===== src/rtl/tpi_bus_master_if.sv =====
// Signal bundle between the TPI bus master, its controller and the
// 6525-style responder pins. The master modport is the initiator's view;
// the slave modport is the view of everything around it.
interface tpi_bus_master_if;
  // controller request / response
  logic       req_valid;
  logic       req_ready;
  logic [2:0] req_rs;
  logic       req_write;
  logic [7:0] req_wdata;
  logic       rsp_valid;
  logic [7:0] rsp_rdata;
  // interrupt vector delivery
  logic       irq_valid;
  logic [4:0] irq_vector;
  logic       irq_ack;
  // responder pins (data pad split into o/oe/i)
  logic       bus_cs_n;
  logic [2:0] bus_rs;
  logic       bus_write_n;
  logic [7:0] bus_data_o;
  logic       bus_data_oe;
  logic [7:0] bus_data_i;
  logic       bus_irq_n;

  modport master (
    input  req_valid, req_rs, req_write, req_wdata, irq_ack,
    input  bus_data_i, bus_irq_n,
    output req_ready, rsp_valid, rsp_rdata, irq_valid, irq_vector,
    output bus_cs_n, bus_rs, bus_write_n, bus_data_o, bus_data_oe
  );

  modport slave (
    output req_valid, req_rs, req_write, req_wdata, irq_ack,
    output bus_data_i, bus_irq_n,
    input  req_ready, rsp_valid, rsp_rdata, irq_valid, irq_vector,
    input  bus_cs_n, bus_rs, bus_write_n, bus_data_o, bus_data_oe
  );
endinterface


===== src/rtl/tpi_bus_master.sv =====
// Host-side initiator for the 6525-style TPI register bus.
// Turns single-register requests into SETUP/STROBE/HOLD/TURN bus cycles and,
// when enabled, reads the Active Interrupt Register (rs=7) on a falling IRQ,
// presenting AIR[4:0] as an interrupt vector. All outputs are registered.
module tpi_bus_master #(
  parameter int SETUP_CYCLES  = 1,
  parameter int STROBE_CYCLES = 2,
  parameter int HOLD_CYCLES   = 1,
  parameter int TURN_CYCLES   = 1,
  parameter bit AUTO_IRQ      = 1'b1
) (
  input logic               clock,
  input logic               _reset,
  tpi_bus_master_if.master  tpi
);

  // Phase length clamped to 1..16 and expressed as a down-counter load value.
  function automatic logic [3:0] phase_load(input int cycles);
    int len;
    len = (cycles < 1) ? 1 : ((cycles > 16) ? 16 : cycles);
    return 4'(len - 1);
  endfunction

  localparam logic [3:0] SETUP_LOAD  = phase_load(SETUP_CYCLES);
  localparam logic [3:0] STROBE_LOAD = phase_load(STROBE_CYCLES);
  localparam logic [3:0] HOLD_LOAD   = phase_load(HOLD_CYCLES);
  localparam logic [3:0] TURN_LOAD   = phase_load(TURN_CYCLES);
  localparam int         SYNC_STAGES = 2;
  localparam logic [2:0] AIR_RS      = 3'd7;

  typedef enum logic [2:0] {
    IDLE,
    SETUP,
    STROBE,
    HOLD,
    TURN
  } state_t;

  state_t           state_reg, state_next;
  logic [3:0]       cnt_reg, cnt_next;
  logic             auto_reg, auto_next;      // current transaction is an AIR auto-read
  logic             wr_reg, wr_next;          // current transaction is a write
  logic [7:0]       sample_reg, sample_next;  // byte captured at the end of STROBE
  logic [SYNC_STAGES-1:0] sync_reg;
  logic             armed_reg, armed_next;

  logic             cs_n_reg, cs_n_next;
  logic [2:0]       rs_reg, rs_next;
  logic             write_n_reg, write_n_next;
  logic [7:0]       data_o_reg, data_o_next;
  logic             oe_reg, oe_next;
  logic             req_ready_reg, req_ready_next;
  logic             rsp_valid_reg, rsp_valid_next;
  logic [7:0]       rsp_rdata_reg, rsp_rdata_next;
  logic             irq_valid_reg, irq_valid_next;
  logic [4:0]       irq_vector_reg, irq_vector_next;

  logic             irq_s;
  logic             irq_s_next;
  logic             trigger;
  logic             trigger_next;
  logic             start_auto;

  assign irq_s      = sync_reg[SYNC_STAGES-1];
  assign irq_s_next = sync_reg[SYNC_STAGES-2];

  // An AIR read is due when IRQ has been seen high since the last one, is now
  // low, and the previous vector has been consumed.
  assign trigger = AUTO_IRQ & armed_reg & ~irq_s & ~irq_valid_reg;

  // Two-flop synchronizer for the asynchronous responder IRQ (idle high).
  always_ff @(posedge clock or negedge _reset) begin
    if (!_reset) begin
      sync_reg <= '1;
    end else begin
      sync_reg <= {sync_reg[SYNC_STAGES-2:0], tpi.bus_irq_n};
    end
  end

  // State, phase counter, transaction latch and all registered outputs.
  always_ff @(posedge clock or negedge _reset) begin
    if (!_reset) begin
      state_reg      <= IDLE;
      cnt_reg        <= 4'd0;
      auto_reg       <= 1'b0;
      wr_reg         <= 1'b0;
      sample_reg     <= 8'd0;
      armed_reg      <= 1'b0;
      cs_n_reg       <= 1'b1;
      rs_reg         <= 3'd0;
      write_n_reg    <= 1'b1;
      data_o_reg     <= 8'd0;
      oe_reg         <= 1'b0;
      req_ready_reg  <= 1'b0;
      rsp_valid_reg  <= 1'b0;
      rsp_rdata_reg  <= 8'd0;
      irq_valid_reg  <= 1'b0;
      irq_vector_reg <= 5'd0;
    end else begin
      state_reg      <= state_next;
      cnt_reg        <= cnt_next;
      auto_reg       <= auto_next;
      wr_reg         <= wr_next;
      sample_reg     <= sample_next;
      armed_reg      <= armed_next;
      cs_n_reg       <= cs_n_next;
      rs_reg         <= rs_next;
      write_n_reg    <= write_n_next;
      data_o_reg     <= data_o_next;
      oe_reg         <= oe_next;
      req_ready_reg  <= req_ready_next;
      rsp_valid_reg  <= rsp_valid_next;
      rsp_rdata_reg  <= rsp_rdata_next;
      irq_valid_reg  <= irq_valid_next;
      irq_vector_reg <= irq_vector_next;
    end
  end

  // Next-state and next-output logic for the bus sequencer.
  always_comb begin
    state_next      = state_reg;
    cnt_next        = cnt_reg;
    auto_next       = auto_reg;
    wr_next         = wr_reg;
    sample_next     = sample_reg;
    cs_n_next       = cs_n_reg;
    rs_next         = rs_reg;
    write_n_next    = write_n_reg;
    data_o_next     = data_o_reg;
    oe_next         = oe_reg;
    rsp_valid_next  = 1'b0;
    rsp_rdata_next  = rsp_rdata_reg;
    irq_valid_next  = irq_valid_reg & ~tpi.irq_ack;
    irq_vector_next = irq_vector_reg;
    start_auto      = 1'b0;

    case (state_reg)
      IDLE: begin
        if (trigger) begin
          // Auto-read wins over a pending request, which simply waits.
          start_auto   = 1'b1;
          auto_next    = 1'b1;
          wr_next      = 1'b0;
          rs_next      = AIR_RS;
          write_n_next = 1'b1;
          oe_next      = 1'b0;
          cnt_next     = SETUP_LOAD;
          state_next   = SETUP;
        end else if (tpi.req_valid && req_ready_reg) begin
          auto_next    = 1'b0;
          wr_next      = tpi.req_write;
          rs_next      = tpi.req_rs;
          write_n_next = ~tpi.req_write;
          oe_next      = tpi.req_write;
          if (tpi.req_write) begin
            data_o_next = tpi.req_wdata;
          end
          cnt_next     = SETUP_LOAD;
          state_next   = SETUP;
        end
      end

      SETUP: begin
        // rs/write/data settle before _cs falls; the responder latches on that edge.
        if (cnt_reg == 4'd0) begin
          cs_n_next  = 1'b0;
          cnt_next   = STROBE_LOAD;
          state_next = STROBE;
        end else begin
          cnt_next = cnt_reg - 4'd1;
        end
      end

      STROBE: begin
        if (cnt_reg == 4'd0) begin
          // Read data is taken on the edge that ends the strobe.
          sample_next = tpi.bus_data_i;
          cs_n_next   = 1'b1;
          cnt_next    = HOLD_LOAD;
          state_next  = HOLD;
        end else begin
          cnt_next = cnt_reg - 4'd1;
        end
      end

      HOLD: begin
        if (cnt_reg == 4'd0) begin
          write_n_next = 1'b1;
          oe_next      = 1'b0;
          cnt_next     = TURN_LOAD;
          state_next   = TURN;
          if (auto_reg) begin
            // A zero vector is a spurious interrupt and is not reported.
            irq_vector_next = sample_reg[4:0];
            irq_valid_next  = (sample_reg[4:0] != 5'd0);
          end else begin
            rsp_valid_next = 1'b1;
            if (!wr_reg) begin
              rsp_rdata_next = sample_reg;
            end
          end
        end else begin
          cnt_next = cnt_reg - 4'd1;
        end
      end

      TURN: begin
        if (cnt_reg == 4'd0) begin
          state_next = IDLE;
        end else begin
          cnt_next = cnt_reg - 4'd1;
        end
      end

      default: begin
        state_next = IDLE;
      end
    endcase

    // Re-arm only after IRQ is seen high, so the stale synchronized low left
    // over from one interrupt cannot pop the responder's AIR stack twice.
    if (irq_s) begin
      armed_next = 1'b1;
    end else if (start_auto) begin
      armed_next = 1'b0;
    end else begin
      armed_next = armed_reg;
    end

    // req_ready is registered, so it is derived from the next-cycle view of
    // the same condition that IDLE will evaluate.
    trigger_next   = AUTO_IRQ & armed_next & ~irq_s_next & ~irq_valid_next;
    req_ready_next = (state_next == IDLE) & ~trigger_next;
  end

  assign tpi.req_ready   = req_ready_reg;
  assign tpi.rsp_valid   = rsp_valid_reg;
  assign tpi.rsp_rdata   = rsp_rdata_reg;
  assign tpi.irq_valid   = irq_valid_reg;
  assign tpi.irq_vector  = irq_vector_reg;
  assign tpi.bus_cs_n    = cs_n_reg;
  assign tpi.bus_rs      = rs_reg;
  assign tpi.bus_write_n = write_n_reg;
  assign tpi.bus_data_o  = data_o_reg;
  assign tpi.bus_data_oe = oe_reg;

endmodule


===== src/flat_wrapper.sv =====
// flat-port wrapper written by rule: the top's interface ports become plain ports
module tpi_bus_master_flat 
#(
  parameter int SETUP_CYCLES  = 1,
  parameter int STROBE_CYCLES = 2,
  parameter int HOLD_CYCLES   = 1,
  parameter int TURN_CYCLES   = 1,
  parameter bit AUTO_IRQ      = 1'b1
)
  (clock, _reset, tpi_req_valid, tpi_req_rs, tpi_req_write, tpi_req_wdata, tpi_irq_ack, tpi_bus_data_i, tpi_bus_irq_n, tpi_req_ready, tpi_rsp_valid, tpi_rsp_rdata, tpi_irq_valid, tpi_irq_vector, tpi_bus_cs_n, tpi_bus_rs, tpi_bus_write_n, tpi_bus_data_o, tpi_bus_data_oe);
  tpi_bus_master_if tpi_i ();
  input logic clock;
  input logic _reset;
  input wire logic [$bits(tpi_i.req_valid)-1:0] tpi_req_valid;
  input wire logic [$bits(tpi_i.req_rs)-1:0] tpi_req_rs;
  input wire logic [$bits(tpi_i.req_write)-1:0] tpi_req_write;
  input wire logic [$bits(tpi_i.req_wdata)-1:0] tpi_req_wdata;
  input wire logic [$bits(tpi_i.irq_ack)-1:0] tpi_irq_ack;
  input wire logic [$bits(tpi_i.bus_data_i)-1:0] tpi_bus_data_i;
  input wire logic [$bits(tpi_i.bus_irq_n)-1:0] tpi_bus_irq_n;
  output wire logic [$bits(tpi_i.req_ready)-1:0] tpi_req_ready;
  output wire logic [$bits(tpi_i.rsp_valid)-1:0] tpi_rsp_valid;
  output wire logic [$bits(tpi_i.rsp_rdata)-1:0] tpi_rsp_rdata;
  output wire logic [$bits(tpi_i.irq_valid)-1:0] tpi_irq_valid;
  output wire logic [$bits(tpi_i.irq_vector)-1:0] tpi_irq_vector;
  output wire logic [$bits(tpi_i.bus_cs_n)-1:0] tpi_bus_cs_n;
  output wire logic [$bits(tpi_i.bus_rs)-1:0] tpi_bus_rs;
  output wire logic [$bits(tpi_i.bus_write_n)-1:0] tpi_bus_write_n;
  output wire logic [$bits(tpi_i.bus_data_o)-1:0] tpi_bus_data_o;
  output wire logic [$bits(tpi_i.bus_data_oe)-1:0] tpi_bus_data_oe;
  assign tpi_i.req_valid = tpi_req_valid;
  assign tpi_i.req_rs = tpi_req_rs;
  assign tpi_i.req_write = tpi_req_write;
  assign tpi_i.req_wdata = tpi_req_wdata;
  assign tpi_i.irq_ack = tpi_irq_ack;
  assign tpi_i.bus_data_i = tpi_bus_data_i;
  assign tpi_i.bus_irq_n = tpi_bus_irq_n;
  assign tpi_req_ready = tpi_i.req_ready;
  assign tpi_rsp_valid = tpi_i.rsp_valid;
  assign tpi_rsp_rdata = tpi_i.rsp_rdata;
  assign tpi_irq_valid = tpi_i.irq_valid;
  assign tpi_irq_vector = tpi_i.irq_vector;
  assign tpi_bus_cs_n = tpi_i.bus_cs_n;
  assign tpi_bus_rs = tpi_i.bus_rs;
  assign tpi_bus_write_n = tpi_i.bus_write_n;
  assign tpi_bus_data_o = tpi_i.bus_data_o;
  assign tpi_bus_data_oe = tpi_i.bus_data_oe;
  tpi_bus_master #(.SETUP_CYCLES(SETUP_CYCLES), .STROBE_CYCLES(STROBE_CYCLES), .HOLD_CYCLES(HOLD_CYCLES), .TURN_CYCLES(TURN_CYCLES), .AUTO_IRQ(AUTO_IRQ)) u_core (.clock(clock), ._reset(_reset), .tpi(tpi_i));
endmodule

===== config.mk =====
export PLATFORM = sky130hd
export DESIGN_NAME = tpi_bus_master_flat
export DESIGN_NICKNAME = d
export VERILOG_FILES = /design/src/rtl/tpi_bus_master_if.sv /design/src/rtl/tpi_bus_master.sv /design/src/flat_wrapper.sv
export SDC_FILE = /design/constraint.sdc
export NUM_CORES = 1
export LEC_CHECK = 0
export ABC_CLOCK_PERIOD_IN_PS = 2860
export BUFFER_PORTS_ARGS = -buffer_cell sky130_fd_sc_hd__buf_2
export CAP_MARGIN = 10
export CORE_AREA = 3 3 71 87
export DETAILED_ROUTE_END_ITERATION = 8
export DIE_AREA = 0 0 74 90
export SLEW_MARGIN = 20
export SYNTH_ARGS = -nofsm -noshare
export SYNTH_HDL_FRONTEND = slang
export SYNTH_SLANG_ARGS = --single-unit

===== constraint.sdc =====
create_clock -name clock -period 2.86 [get_ports clock]
set_clock_uncertainty 0.2 [all_clocks]
set_input_delay 0.143 -clock clock [delete_from_list [all_inputs] [get_ports clock]]
set_output_delay 0.143 -clock clock [all_outputs]
set_load 0.02 [all_outputs]

# Yosys cells after proc, flatten, opt, wreduce, memory -nomap -nowiden
# Index checks and enable logic that the tools add are counted.
[word_totals]
output_inout_bits = 30
inputBits = 25
elab_cells = 97
reg_bits = 50
[op_classes]
mux = 36
add_sub_neg = 1
n_bitwise = 16
reduce_logical = 18
eq_ne = 9
[ops]
columns = ["op", "n"]
rows = [
  ["3-bit two-way mux", 8],
  ["4-bit two-way mux", 5],
  ["1-bit two-way mux", 18],
  ["4-bit case mux with 4 select lines", 1],
  ["3-bit case mux with 5 select lines", 1],
  ["3-bit AND reduction", 4],
  ["1-bit NOT", 10],
  ["4-bit AND reduction", 2],
  ["1-bit bitwise AND", 6],
  ["3-bit by 2-bit == test with 1-bit output, second input constant", 2],
  ["3-bit logical NOT", 2],
  ["2-bit by 1-bit != test with 1-bit output, second input constant", 3],
  ["1-bit case mux with 2 select lines", 3],
  ["2-bit nonzero test", 3],
  ["5-bit nonzero test", 1],
  ["4-bit logical NOT", 1],
  ["2-bit AND reduction", 2],
  ["4-bit nonzero test", 1],
  ["4-bit by 1-bit subtractor with 4-bit output, second input constant", 1],
  ["3-bit by 1-bit == test with 1-bit output, second input constant", 1],
  ["3-bit == test, second input constant", 1],
  ["3-bit by 1-bit != test with 1-bit output, second input constant", 1],
  ["2-bit != test, second input constant", 1],
  ["2-bit OR reduction", 1],
  ["1-bit logical AND", 1],
]

# Depth between registers and ports, before layout
# Gate-level depths: netlist (run 1).
[logic_depth]
depth_word = 11
depth_mapped = 7
mapped_depth_nobuf = 6

# Least setup slack after synthesis (run 1)
# No wires, ideal clock.
[synth_timing]
path_kind = "register to register"
from = "register u_core.cnt_reg[0]"
to = "register u_core.rsp_rdata_reg[0], in the netlist u_core.tpi.rsp_rdata[0]"
setup_time_ps = 125
n_path_buf = 1
path_slack_ps = 579
path_stages_with_launch = 8
t_arrival_ps = 1956
synth_period_minus_slack_ps = 2281
t_required_ps = 2535
path_cell_list = "dfrtp_1 -> inv_1 -> ha_1 -> nand4bb_4 -> or3_1 -> buf_2 -> nor3_4 -> mux2_2"
[synth_between]
elab_chain_len = 2
[synth_rtl]
columns = ["element", "line", "text"]
rows = [
  ["start, declared", "tpi_bus_master.sv:40", "logic [3:0] cnt_reg, cnt_next;"],
  ["start signal, assigned", "tpi_bus_master.sv:101", "cnt_reg <= cnt_next;"],
  ["4-bit logical NOT", "tpi_bus_master.sv:187", "if (cnt_reg == 4'd0) begin"],
  ["4-bit AND reduction (no line)", "-", ""],
  ["end signal, assigned", "tpi_bus_master.sv:113", "rsp_rdata_reg <= rsp_rdata_next;"],
  ["end, declared", "tpi_bus_master.sv:54", "logic [7:0] rsp_rdata_reg, rsp_rdata_next;"],
]
# Every way passes these cells.
# A chain may end at the register's enable or synchronous reset.

# Worst setup path in the final report (run 1)
# Ends and elaborated chain as after synthesis.

==> impl_results.md, run 1 <==
* Share of layout cells above drive strength 1 at between 40 and 50%
* Wire per inst at 14.7 microns
* Peak VDD IR at roughly 0.5 mV
* Detailed Route WL at roughly 4500 microns
* Setup_tns at 0 ns
* Num CTS Buffers at 5
* Outcome: complete, no violations
* Vias in the first global route at 1532
* Register bit total from synthesis at 50
* Post-detail-place hpwl at roughly 3200 microns
* Synth Area in XOR/XNOR at less than 1%
* Vias at between 1500 and 2000
* Syn_nets at slightly below 200
* Post-CTS Setup Inserts at 0
* CP required at 2.85 ns
* Crit path time final at roughly 2.5 ns
* CP max FO at 8
* Synth async-reset ratio at 100%
* Final Slew Violations at 0
* Max-cap violations at 0
* Slew of the pin with the lowest slew margin at 0.684 ns
* Max-slew headroom at around 54%
* Most common cell after layout, fill and taps aside: buf_2
* Site row count at 29
* Fill cells at ~480
* Die Ht at 90 microns
* PD cells at between 1000 and 1500 nW/um^2
* Setup CP Type: flop to flop
* RSZ-0062 raised after global routing: false
* Diodes inserted at 0
* Crit start category: flop
* Hold Slack at between 0.06 and 0.07 ns
* Final hold viol count at 0
* Final ANT Viol Nets at 0
* Mapped cell area at between 2000 and 2500 sq um
* CTS root buf: clkbuf_8
* DIE WIDTH at between 70 and 80 microns
* Final core occ at a little over half
* Gr usage total at between 10% and 20%
* Number of remaining DRC errors at 0
* Syn. warnings at 0
* Setup crit end kind: flop
* Vias per std cell at a little under 5
* Critical path data arrival time at approximately 2.5 ns
* Final net count at around 270
* Final period utilization at about 89%
* Synth Area in Compound Gates at 7.05%
* Cell Chain, Critical Path: inv_1, ha_1, nand4bb_4, or3_1, nor3_4, mux2_2
* Die area at ~6700 sq um
* Core box area at approximately 5300 sq um
* Worst skew pair latency at 0.30 ns
* DR iter-0 viols at 112
* Post-Synthesis Cells at approximately 170
* Leak pwr at approximately 1.3 nW
* Hold Crit Class: input port to flop
* Port bufs at 54
* Yosys cell types at 38
* Worst-path clk slew at 0.10 ns
* H-tree depth at 2
* Seq/Total Area, Yosys at 58.5%
* Area Growth Syn to Fin at 31.2%
* Simple-gate portion of the synthesized area at roughly an eighth
* Max Clk Rate at ~390 MHz
* Ys flop type: dfrtp_1
* Mux contribution to synthesized area at between 15 and 20%
* Initial antenna violation count at 0
* Most frequent cells in the layout: 54 x buf_2, 46 x dfrtp_1, 30 x mux2_2, 22 x dlygate4sd3_1, 15 x nand2_1
* First-pass GRT wire length at between 7000 and 8000 microns
* Syn avg cell area at between 10 and 15 sq um
* CTS tree: built
* Critical-path top delay cell: or3_1
* Main combinational cell family by area after synthesis: multiplexers
* Largest net degree at the start of global routing at 31
* Crit-path max cell delay at around 0.46 ns
* # setup viols final at 0
* Gr ovfl total at 0
* 1st-pass router iterations at 4
* CTS max path bufs at 2
* I/O pin total at 55
* Total clock sinks at 50
* Adder-cell share of the synthesized area at 0.583%
* Routability congestion estimate at 0.839
* Initial Util at between 40% and 50%
* Post-synth EDFFs at 0
==> metrics by stage <==
step / instance area (sq um) / setup slack, ns / power [W] / instances
after global placement: 2480 / 0.366 / 0.00243 / 278
after global routing: 2820 / 0.159 / 0.00319 / 308
after floorplan: 2150 / 0.579 / 0.00209 / 167
after detailed placement: 2480 / 0.333 / 0.00245 / 278
after CTS: 2820 / 0.312 / 0.00301 / 308
final: 2820 / 0.312 / 0.00298 / 308
==> where the power goes <==
part	leakage, nW	internal [W]	total, W	switching [W]
combinational	0.654	0.000547	0.00121	0.000664
clock	0.0618	0.000288	0.000528	0.000240
sequential	0.612	0.00102	0.00124	0.000225
==> worst max-delay path: cells and delay by family (launching register included) <==
family | cells | cell delay [ns]
AND/OR/NAND/NOR | 3 | 1.04
adder cells (fa/ha/maj) | 1 | 0.27
buffers and inverters | 1 | 0.11
flip-flops | 1 | 0.43
multiplexers | 1 | 0.39
==> Yosys cell counts, drive strengths merged (2+ instances only) <==
cell type	n	area, sq um
dfrtp	46	1150
mux2	30	338
nand2	15	56.3
o21ai	13	65.1
buf	6	32.5
nor2	6	22.5
inv	5	18.8
nor3	5	41.3
dfstp	4	105
mux2i	4	40.0
a21oi	3	15.0
nor3b	3	22.5
or3	3	18.8
and2	2	12.5
clkbuf	2	8.75
nand2b	2	12.5
nand3b	2	15.0
==> area by class of cell <==
| type | instances | area (sq um) | area share [%] |
|---|---|---|---|
| Timing Repair Buffer | 79 | 513 | 18.2 |
| Multi-Input combinational cell | 104 | 831 | 29.5 |
| Clock inverter | 2 | 38.8 | 1.38 |
| Sequential cell | 50 | 1260 | 44.6 |
| Inverter | 5 | 18.8 | 0.666 |
| Tap cell | 62 | 77.6 | 2.75 |
| Clock buffer | 6 | 82.6 | 2.93 |
==> per-layer routing <==
metal	vias to the layer above	part of all wire (%)	GRT usage (%)	wire length [microns]
met1	731	45	19.2	2030
li1	740	-	-	-
met3	6	5.2	4.24	238
met5	-	0	0	0
met4	0	1.2	5.29	55
met2	42	49	22.6	2210
==> kinds of logic (layout without fill, tap and decap cells) <==
family          count (synthesis)  count (layout)
mux                            34              34
xor+xnor                        1               1
buf+inv                        13              92
compound gates                 24              24
fa+ha+maj                       1               1
flops                          50              50
simple gates                   44              44
==> worst paths after layout <==
kind,slack (ns),to,from,cells past startpoint
max in group asynchronous,1.46,u_core.sync_reg[0],_reset,3
min in group asynchronous,0.21,u_core.tpi.bus_rs[1],_reset,2
worst max-delay path,0.31,u_core.tpi.rsp_rdata[0],u_core.cnt_reg[0],6
worst min register to register,0.18,u_core.sync_reg[1],u_core.sync_reg[0],0
worst max register to register,0.31,u_core.tpi.rsp_rdata[0],u_core.cnt_reg[0],6
worst min-delay path,0.06,u_core.wr_reg,tpi_req_write,4
==> what timing repair did <==
action	CTS	global route
resized for setup	0	0
hold buffers	22	0
endpoints found under the hold margin	49	0
Note: power is estimated with default switching activity, not from simulation.
==> run 2: changes to the inputs <==
--- a/config.mk
+++ b/config.mk
@@ -5,12 +5,12 @@
 export SDC_FILE = /design/constraint.sdc
 export NUM_CORES = 1
 export LEC_CHECK = 0
-export ABC_CLOCK_PERIOD_IN_PS = 2860
+export ABC_CLOCK_PERIOD_IN_PS = 3100
 export BUFFER_PORTS_ARGS = -buffer_cell sky130_fd_sc_hd__buf_2
 export CAP_MARGIN = 10
-export CORE_AREA = 3 3 71 87
+export CORE_AREA = 3 3 74 83
 export DETAILED_ROUTE_END_ITERATION = 8
-export DIE_AREA = 0 0 74 90
+export DIE_AREA = 0 0 77 86
 export SLEW_MARGIN = 20
 export SYNTH_ARGS = -nofsm -noshare
 export SYNTH_HDL_FRONTEND = slang
==> constraint.sdc (replaced) <==
create_clock -name clock -period 3.1 [get_ports clock]
set_clock_uncertainty 0.2 [all_clocks]
set_input_delay 0.155 -clock clock [delete_from_list [all_inputs] [get_ports clock]]
set_output_delay 0.155 -clock clock [all_outputs]
set_load 0.02 [all_outputs]
==> run 2 against run 1 <==
Against the previous run:
- sequential power fell by 7%
- sequential share of layout area rose by 0.28 points
- critical path depth did not move
- wire length is 0.35% higher
- first-iteration DRC count fell by 40%
- final area decreased by 0.62%
- total power down 11%
- core utilization is 0.59 points lower
- clock power decreased by 27%
- count of clock-buffer cells in the layout decreased by 1
- combinational power is 7% lower
- maximum frequency grew 1.5%
- critical path type unchanged
- largest cell class unchanged
==> impl_results.md, run 2 (synthesized netlist as in run 1, its figures left out) <==
* Outcome: complete, no violations (unchanged)
* Non-filler cells in the finished layout at 321 (was 308)
* Diodes inserted at 0 (unchanged)
* Worst-path clk slew at 0.09 ns (was 0.10 ns)
* Crit start category: flop (unchanged)
* Max-slew headroom at 52.6% (was 54.4%)
* Port bufs at 54 (unchanged)
* 1st-pass router iterations at 4 (unchanged)
* Num CTS Buffers at 5 (unchanged)
* Vias at 1531 (was 1519)
* Total clock sinks at 50 (unchanged)
* Largest net degree at the start of global routing at 33 (was 31)
* Final period utilization at 81.0% (was 89.1%)
* DR iter-0 viols at 67 (was 112)
* Vias in the first global route at 1585 (was 1532)
* Peak VDD IR at 0.577 mV (was 0.502 mV)
* DIE WIDTH at 77 microns (was 74 microns)
* Routability congestion estimate at 0.794 (was 0.839)
* Setup CP Type: flop to flop (unchanged)
* Final ANT Viol Nets at 0 (unchanged)
* Final Slew Violations at 0 (unchanged)
* I/O pin total at 55 (unchanged)
* CP max FO at 8 (unchanged)
* Max-cap violations at 0 (unchanged)
* Post-detail-place hpwl at 3150 microns (about the same)
* Fill cells at 497 (was 483)
* Hold-fix buffer count after cts at 22 (unchanged)
* Most common cell after layout, fill and taps aside: buf_2 (unchanged)
* Worst skew pair latency at 0.31 ns (was 0.30 ns)
* RSZ-0062 raised after global routing: false (unchanged)
* Number of remaining DRC errors at 0 (unchanged)
* Final net count at 271 (unchanged)
* Hold Slack at 0.175 ns (was 0.0618 ns)
* Most frequent cells in the layout: 54 x buf_2, 46 x dfrtp_1, 30 x mux2_2, 22 x dlygate4sd3_1, 15 x nand2_1 (unchanged)
* Leak pwr at 1.31 nW (was 1.33 nW)
* Hold Crit Class: flop to flop (was input port to flop)
* Area Growth Syn to Fin at 30.4% (was 31.2%)
* Post-CTS Setup Inserts at 0 (unchanged)
* CTS tree: built (unchanged)
* # setup viols final at 0 (unchanged)
* Placed cell count at 291 (was 278)
* First-pass GRT wire length at 7780 microns (was 7530 microns)
* Share of layout cells above drive strength 1 at 42.3% (unchanged)
* Gr usage total at 14.7% (was 14.6%)
* CTS max path bufs at 2 (unchanged)
* Gr ovfl total at 0 (unchanged)
* CP required at 3.10 ns (was 2.85 ns)
* Site row count at 28 (was 29)
* Post-CTS sizing at 0 (unchanged)
* Die Ht at 86 microns (was 90 microns)
* Die area at 6620 sq um (was 6660 sq um)
* Crit path time final at 2.51 ns (was 2.55 ns)
* Initial antenna violation count at 0 (unchanged)
* Final hold viol count at 0 (unchanged)
* Setup_tns at 0 ns (unchanged)
* Critical path data arrival time at 2.51 ns (was 2.54 ns)
* Detailed Route WL at 4550 microns (was 4540 microns)
* Core box area at 5360 sq um (was 5330 sq um)
* CTS root buf: clkbuf_8 (unchanged)
* Setup crit end kind: flop (unchanged)
* Vias per std cell at 4.77 (was 4.93)
* Slew of the pin with the lowest slew margin at 0.711 ns (was 0.684 ns)
* Wire per inst at 14.2 microns (was 14.7 microns)
* Initial Util at 40.1% (was 40.3%)
* H-tree depth at 2 (unchanged)
* PD cells at 948 nW/um^2 (was 1060 nW/um^2)
* Max Clk Rate at 398 MHz (was 393 MHz)
==> run 2: cell types whose count changed in the layout (fill, tap and decap cells not counted) <==
cell,before,now
bufinv_16,1,0
clkbuf_8,6,5
clkinv_2,0,2
==> run 2: layout make-up <==
class | count | area (sq um) | share of cell area (%)
clock buffer | 5 | 68.8 | 2.46
clock inverter | 3 | 18.8 | 0.670
inverter | 5 | 18.8 | 0.670
multi-input combinational | 104 | 831 | 29.7
sequential | 50 | 1260 | 44.9
tap | 75 | 93.8 | 3.35
timing repair buffer | 79 | 513 | 18.3
==> run 2: metrics by stage <==
stage	utilization (%)	instance area (sq um)	setup WS, ns	total power (W)
2_1_floorplan	-	2150	0.819	0.00193
3_3_place_gp	46.5	2490	0.633	0.00225
3_5_place_dp	46.5	2490	0.591	0.00227
4_1_cts	52.2	2800	0.590	0.00268
5_1_grt	52.2	2800	0.454	0.00286
6_report	52.2	2800	0.589	0.00265
==> run 2: path summary, 6_finish.rpt <==
path / startpoint / to / slack [ns] / cells past startpoint
max: u_core.cnt_reg[0] / u_core.tpi.rsp_rdata[7] / 0.59 / 6
min: u_core.sync_reg[0] / u_core.sync_reg[1] / 0.17 / 0
max reg2reg: u_core.cnt_reg[0] / u_core.tpi.rsp_rdata[7] / 0.59 / 6
min reg2reg: u_core.sync_reg[0] / u_core.sync_reg[1] / 0.17 / 0
max in group asynchronous: _reset / u_core.tpi.bus_write_n / 1.78 / 3
min in group asynchronous: _reset / u_core.cnt_reg[3] / 0.23 / 2
==> run 2: worst max-delay path, stage by stage (launching register included) <==
cell	delay, ns
dfrtp_1	0.43
inv_1	0.11
ha_1	0.26
nand4bb_4	0.17
or3_1	0.45
nor3_4	0.39
mux2_2	0.39
==> run 2: report_power, final <==
part           switching, W  internal, W
Sequential         0.000211     0.000936
Clock              0.000223     0.000159
Combinational      0.000618     0.000506
==> run 2: routing by layer <==
metal	track usage (%)	vias to the layer above	wire length, microns
met3	3.36	8	266
li1	-	745	-
met5	0	-	0
met4	4.85	0	65
met1	19.7	728	2090
met2	23.8	50	2130
==> run 3: changes to the inputs <==
--- a/config.mk
+++ b/config.mk
@@ -5,7 +5,7 @@
 export SDC_FILE = /design/constraint.sdc
 export NUM_CORES = 1
 export LEC_CHECK = 0
-export ABC_CLOCK_PERIOD_IN_PS = 3100
+export ABC_CLOCK_PERIOD_IN_PS = 2500
 export BUFFER_PORTS_ARGS = -buffer_cell sky130_fd_sc_hd__buf_2
 export CAP_MARGIN = 10
 export CORE_AREA = 3 3 74 83
==> constraint.sdc (replaced) <==
create_clock -name clock -period 2.5 [get_ports clock]
set_clock_uncertainty 0.2 [all_clocks]
set_input_delay 0.125 -clock clock [delete_from_list [all_inputs] [get_ports clock]]
set_output_delay 0.125 -clock clock [all_outputs]
set_load 0.02 [all_outputs]
==> run 3 against run 2 <==
Against the previous run:
- sequential share of layout area down 1.5 points
- maximum frequency up 10%
- sequential power up 22%
- hold slack worse by 0.12 ns
- via count unchanged
- die area unchanged
- first-iteration DRC count down 4.5%
- final area up 3.4%
- critical path depth up 1
- critical path type unchanged
- critical endpoint unchanged
- largest cell class unchanged
==> impl_results.md, run 3 (synthesized netlist as in run 1, its figures left out) <==
* DIE WIDTH at 77 microns (unchanged)
* Setup CP Type: flop to flop (unchanged)
* Routability congestion estimate at 0.844 (was 0.794)
* Number of remaining DRC errors at 0 (unchanged)
* Crit path time final at 2.28 ns (was 2.51 ns)
* Die area at 6620 sq um (unchanged)
* Worst skew pair latency at 0.30 ns (was 0.31 ns)
* Final hold viol count at 0 (unchanged)
* Vias at 1531 (unchanged)
* Hold Crit Class: input port to flop (was flop to flop)
* Share of layout cells above drive strength 1 at 43.7% (was 42.3%)
* Hold Slack at 0.0584 ns (was 0.175 ns)
* Switch share at 37.6% (was 39.7%)
* Vias per std cell at 4.65 (was 4.77)
* CP max FO at 8 (unchanged)
* Clock Power Share at 16.4% (was 14.4%)
* Wire per inst at 13.9 microns (was 14.2 microns)
* Die Ht at 86 microns (unchanged)
* Sw Pwr at 0.00129 W (was 0.00105 W)
* Final net count at 279 (was 271)
* Setup_tns at 0 ns (unchanged)
* Crit start category: flop (unchanged)
* Gr usage total at 15.2% (was 14.7%)
* Core box area at 5360 sq um (unchanged)
* Largest net degree at the start of global routing at 27 (was 33)
* Critical path data arrival time at 2.26 ns (was 2.51 ns)
* Outcome: complete, no violations (unchanged)
* Slew of the pin with the lowest slew margin at 0.650 ns (was 0.711 ns)
* Site row count at 28 (unchanged)
* Most frequent cells in the layout: 54 x buf_2, 46 x dfrtp_1, 30 x mux2_2, 22 x dlygate4sd3_1, 14 x nand2_1 (was 54 x buf_2, 46 x dfrtp_1, 30 x mux2_2, 22 x dlygate4sd3_1, 15 x nand2_1)
* Port bufs at 54 (unchanged)
* Vias in the first global route at 1600 (was 1585)
* 1st-pass router iterations at 4 (unchanged)
* Final period utilization at 91.0% (was 81.0%)
* Max-slew headroom at 56.6% (was 52.6%)
* Initial Util at 40.1% (unchanged)
* Initial antenna violation count at 0 (unchanged)
* Total clock sinks at 50 (unchanged)
* Diodes inserted at 0 (unchanged)
* Sequential power share at 41.0% (was 43.2%)
* CTS max path bufs at 2 (unchanged)
* First-pass GRT wire length at 7960 microns (was 7780 microns)
* # setup viols final at 0 (unchanged)
* I/O pin total at 55 (unchanged)
* Detailed Route WL at 4590 microns (was 4550 microns)
* CTS tree: built (unchanged)
* Most common cell after layout, fill and taps aside: buf_2 (unchanged)
* Final Slew Violations at 0 (unchanged)
* Internal at 0.00214 W (was 0.00160 W)
* Post-CTS Setup Inserts at 0 (unchanged)
* Area Growth Syn to Fin at 34.8% (was 30.4%)
* Gr ovfl total at 0 (unchanged)
* Num CTS Buffers at 5 (unchanged)
* Worst-path clk slew at 0.09 ns (about the same)
* H-tree depth at 2 (unchanged)
* Leak pwr at 1.36 nW (was 1.31 nW)
* PD cells at 1180 nW/um^2 (was 948 nW/um^2)
* DR iter-0 viols at 64 (was 67)
* RSZ-0062 raised after global routing: false (unchanged)
* CTS root buf: clkbuf_8 (unchanged)
* CP required at 2.49 ns (was 3.10 ns)
* Setup crit end kind: flop (unchanged)
* Max Clk Rate at 439 MHz (was 398 MHz)
* Max-cap violations at 0 (unchanged)
* Final ANT Viol Nets at 0 (unchanged)
* Combinational share of power at 42.6% (was 42.3%)
* Peak VDD IR at 0.696 mV (was 0.577 mV)
* Post-detail-place hpwl at 3200 microns (was 3150 microns)
==> run 3: cell count changes in the layout (fill, tap and decap cells not counted), sizes merged <==
cell    before  now
clkbuf       5    7
buf         57   65
clkinv       2    0
inv          6    5
bufinv       0    1
==> run 3: critical path, stage by stage (launching register included) <==
cell and delay [ns]:
dfrtp_1 0.43, inv_1 0.10, ha_1 0.26, nand4bb_4 0.12, or3_1 0.39, nor3_4 0.19, buf_12 0.15, mux2_2 0.33
==> run 3: layout make-up <==
type,instances,area [sq um]
sequential,50,1260
inverter,5,18.8
multi-input combinational,104,833
fill,463,2470
clock buffer,7,76.3
clock inverter,1,30.0
tap,75,93.8
timing repair buffer,87,586
==> run 3: path summary, 6_finish.rpt <==
| check | cells after the start | startpoint | slack (ns) | to |
|---|---|---|---|---|
| hold / removal | 4 | tpi_req_write | 0.06 | u_core.wr_reg |
| hold reg to reg | 0 | u_core.sync_reg[0] | 0.17 | u_core.sync_reg[1] |
| setup reg to reg | 7 | u_core.cnt_reg[0] | 0.22 | u_core.tpi.rsp_rdata[7] |
| setup / recovery | 7 | u_core.cnt_reg[0] | 0.22 | u_core.tpi.rsp_rdata[7] |
| min in group asynchronous | 2 | _reset | 0.16 | u_core.cnt_reg[2] |
| max in group asynchronous | 3 | _reset | 1.25 | u_core.sync_reg[1] |
==> run 3: routing by layer <==
layer  GRT usage [%]  wire length, microns  vias up
met5               0                     0        -
met4            5.99                    81        0
met3            4.83                   288        8
met2            23.1                  2100       50
met1            20.2                  2120      717
li1                -                     -      756
==> run 3: stage by stage <==
| step | instances | cell area, sq um | setup WS [ns] | total power [W] | utilization, % |
|---|---|---|---|---|---|
| 2_1_floorplan | 167 | 2150 | 0.219 | 0.00239 | - |
| 3_5_place_dp | 299 | 2560 | 0.235 | 0.00286 | 47.9 |
| 4_1_cts | 329 | 2890 | 0.208 | 0.00346 | 53.9 |
| 6_report | 329 | 2890 | 0.225 | 0.00342 | 54.0 |
| 5_1_grt | 329 | 2890 | 0.0578 | 0.00368 | 54.0 |
| 3_3_place_gp | 299 | 2560 | 0.237 | 0.00285 | 47.9 |
==> run 3: power groups by stage <==
stage | clock [W] | combinational [W] | sequential, W
3_5_place_dp | 0 | 0.00144 | 0.00142
2_1_floorplan | 0 | 0.000796 | 0.00160
6_report | 0.000560 | 0.00146 | 0.00140
3_3_place_gp | 0 | 0.00143 | 0.00142
4_1_cts | 0.000580 | 0.00147 | 0.00141
5_1_grt | 0.000604 | 0.00162 | 0.00146
==> run 3: what timing repair did <==
| action | CTS | global route |
|---|---|---|
| hold endpoints to repair | 44 | 0 |
| hold buffers | 22 | 0 |
| endpoints found under the setup margin | 0 | 8 |
| gates resized for setup | 0 | 1 |
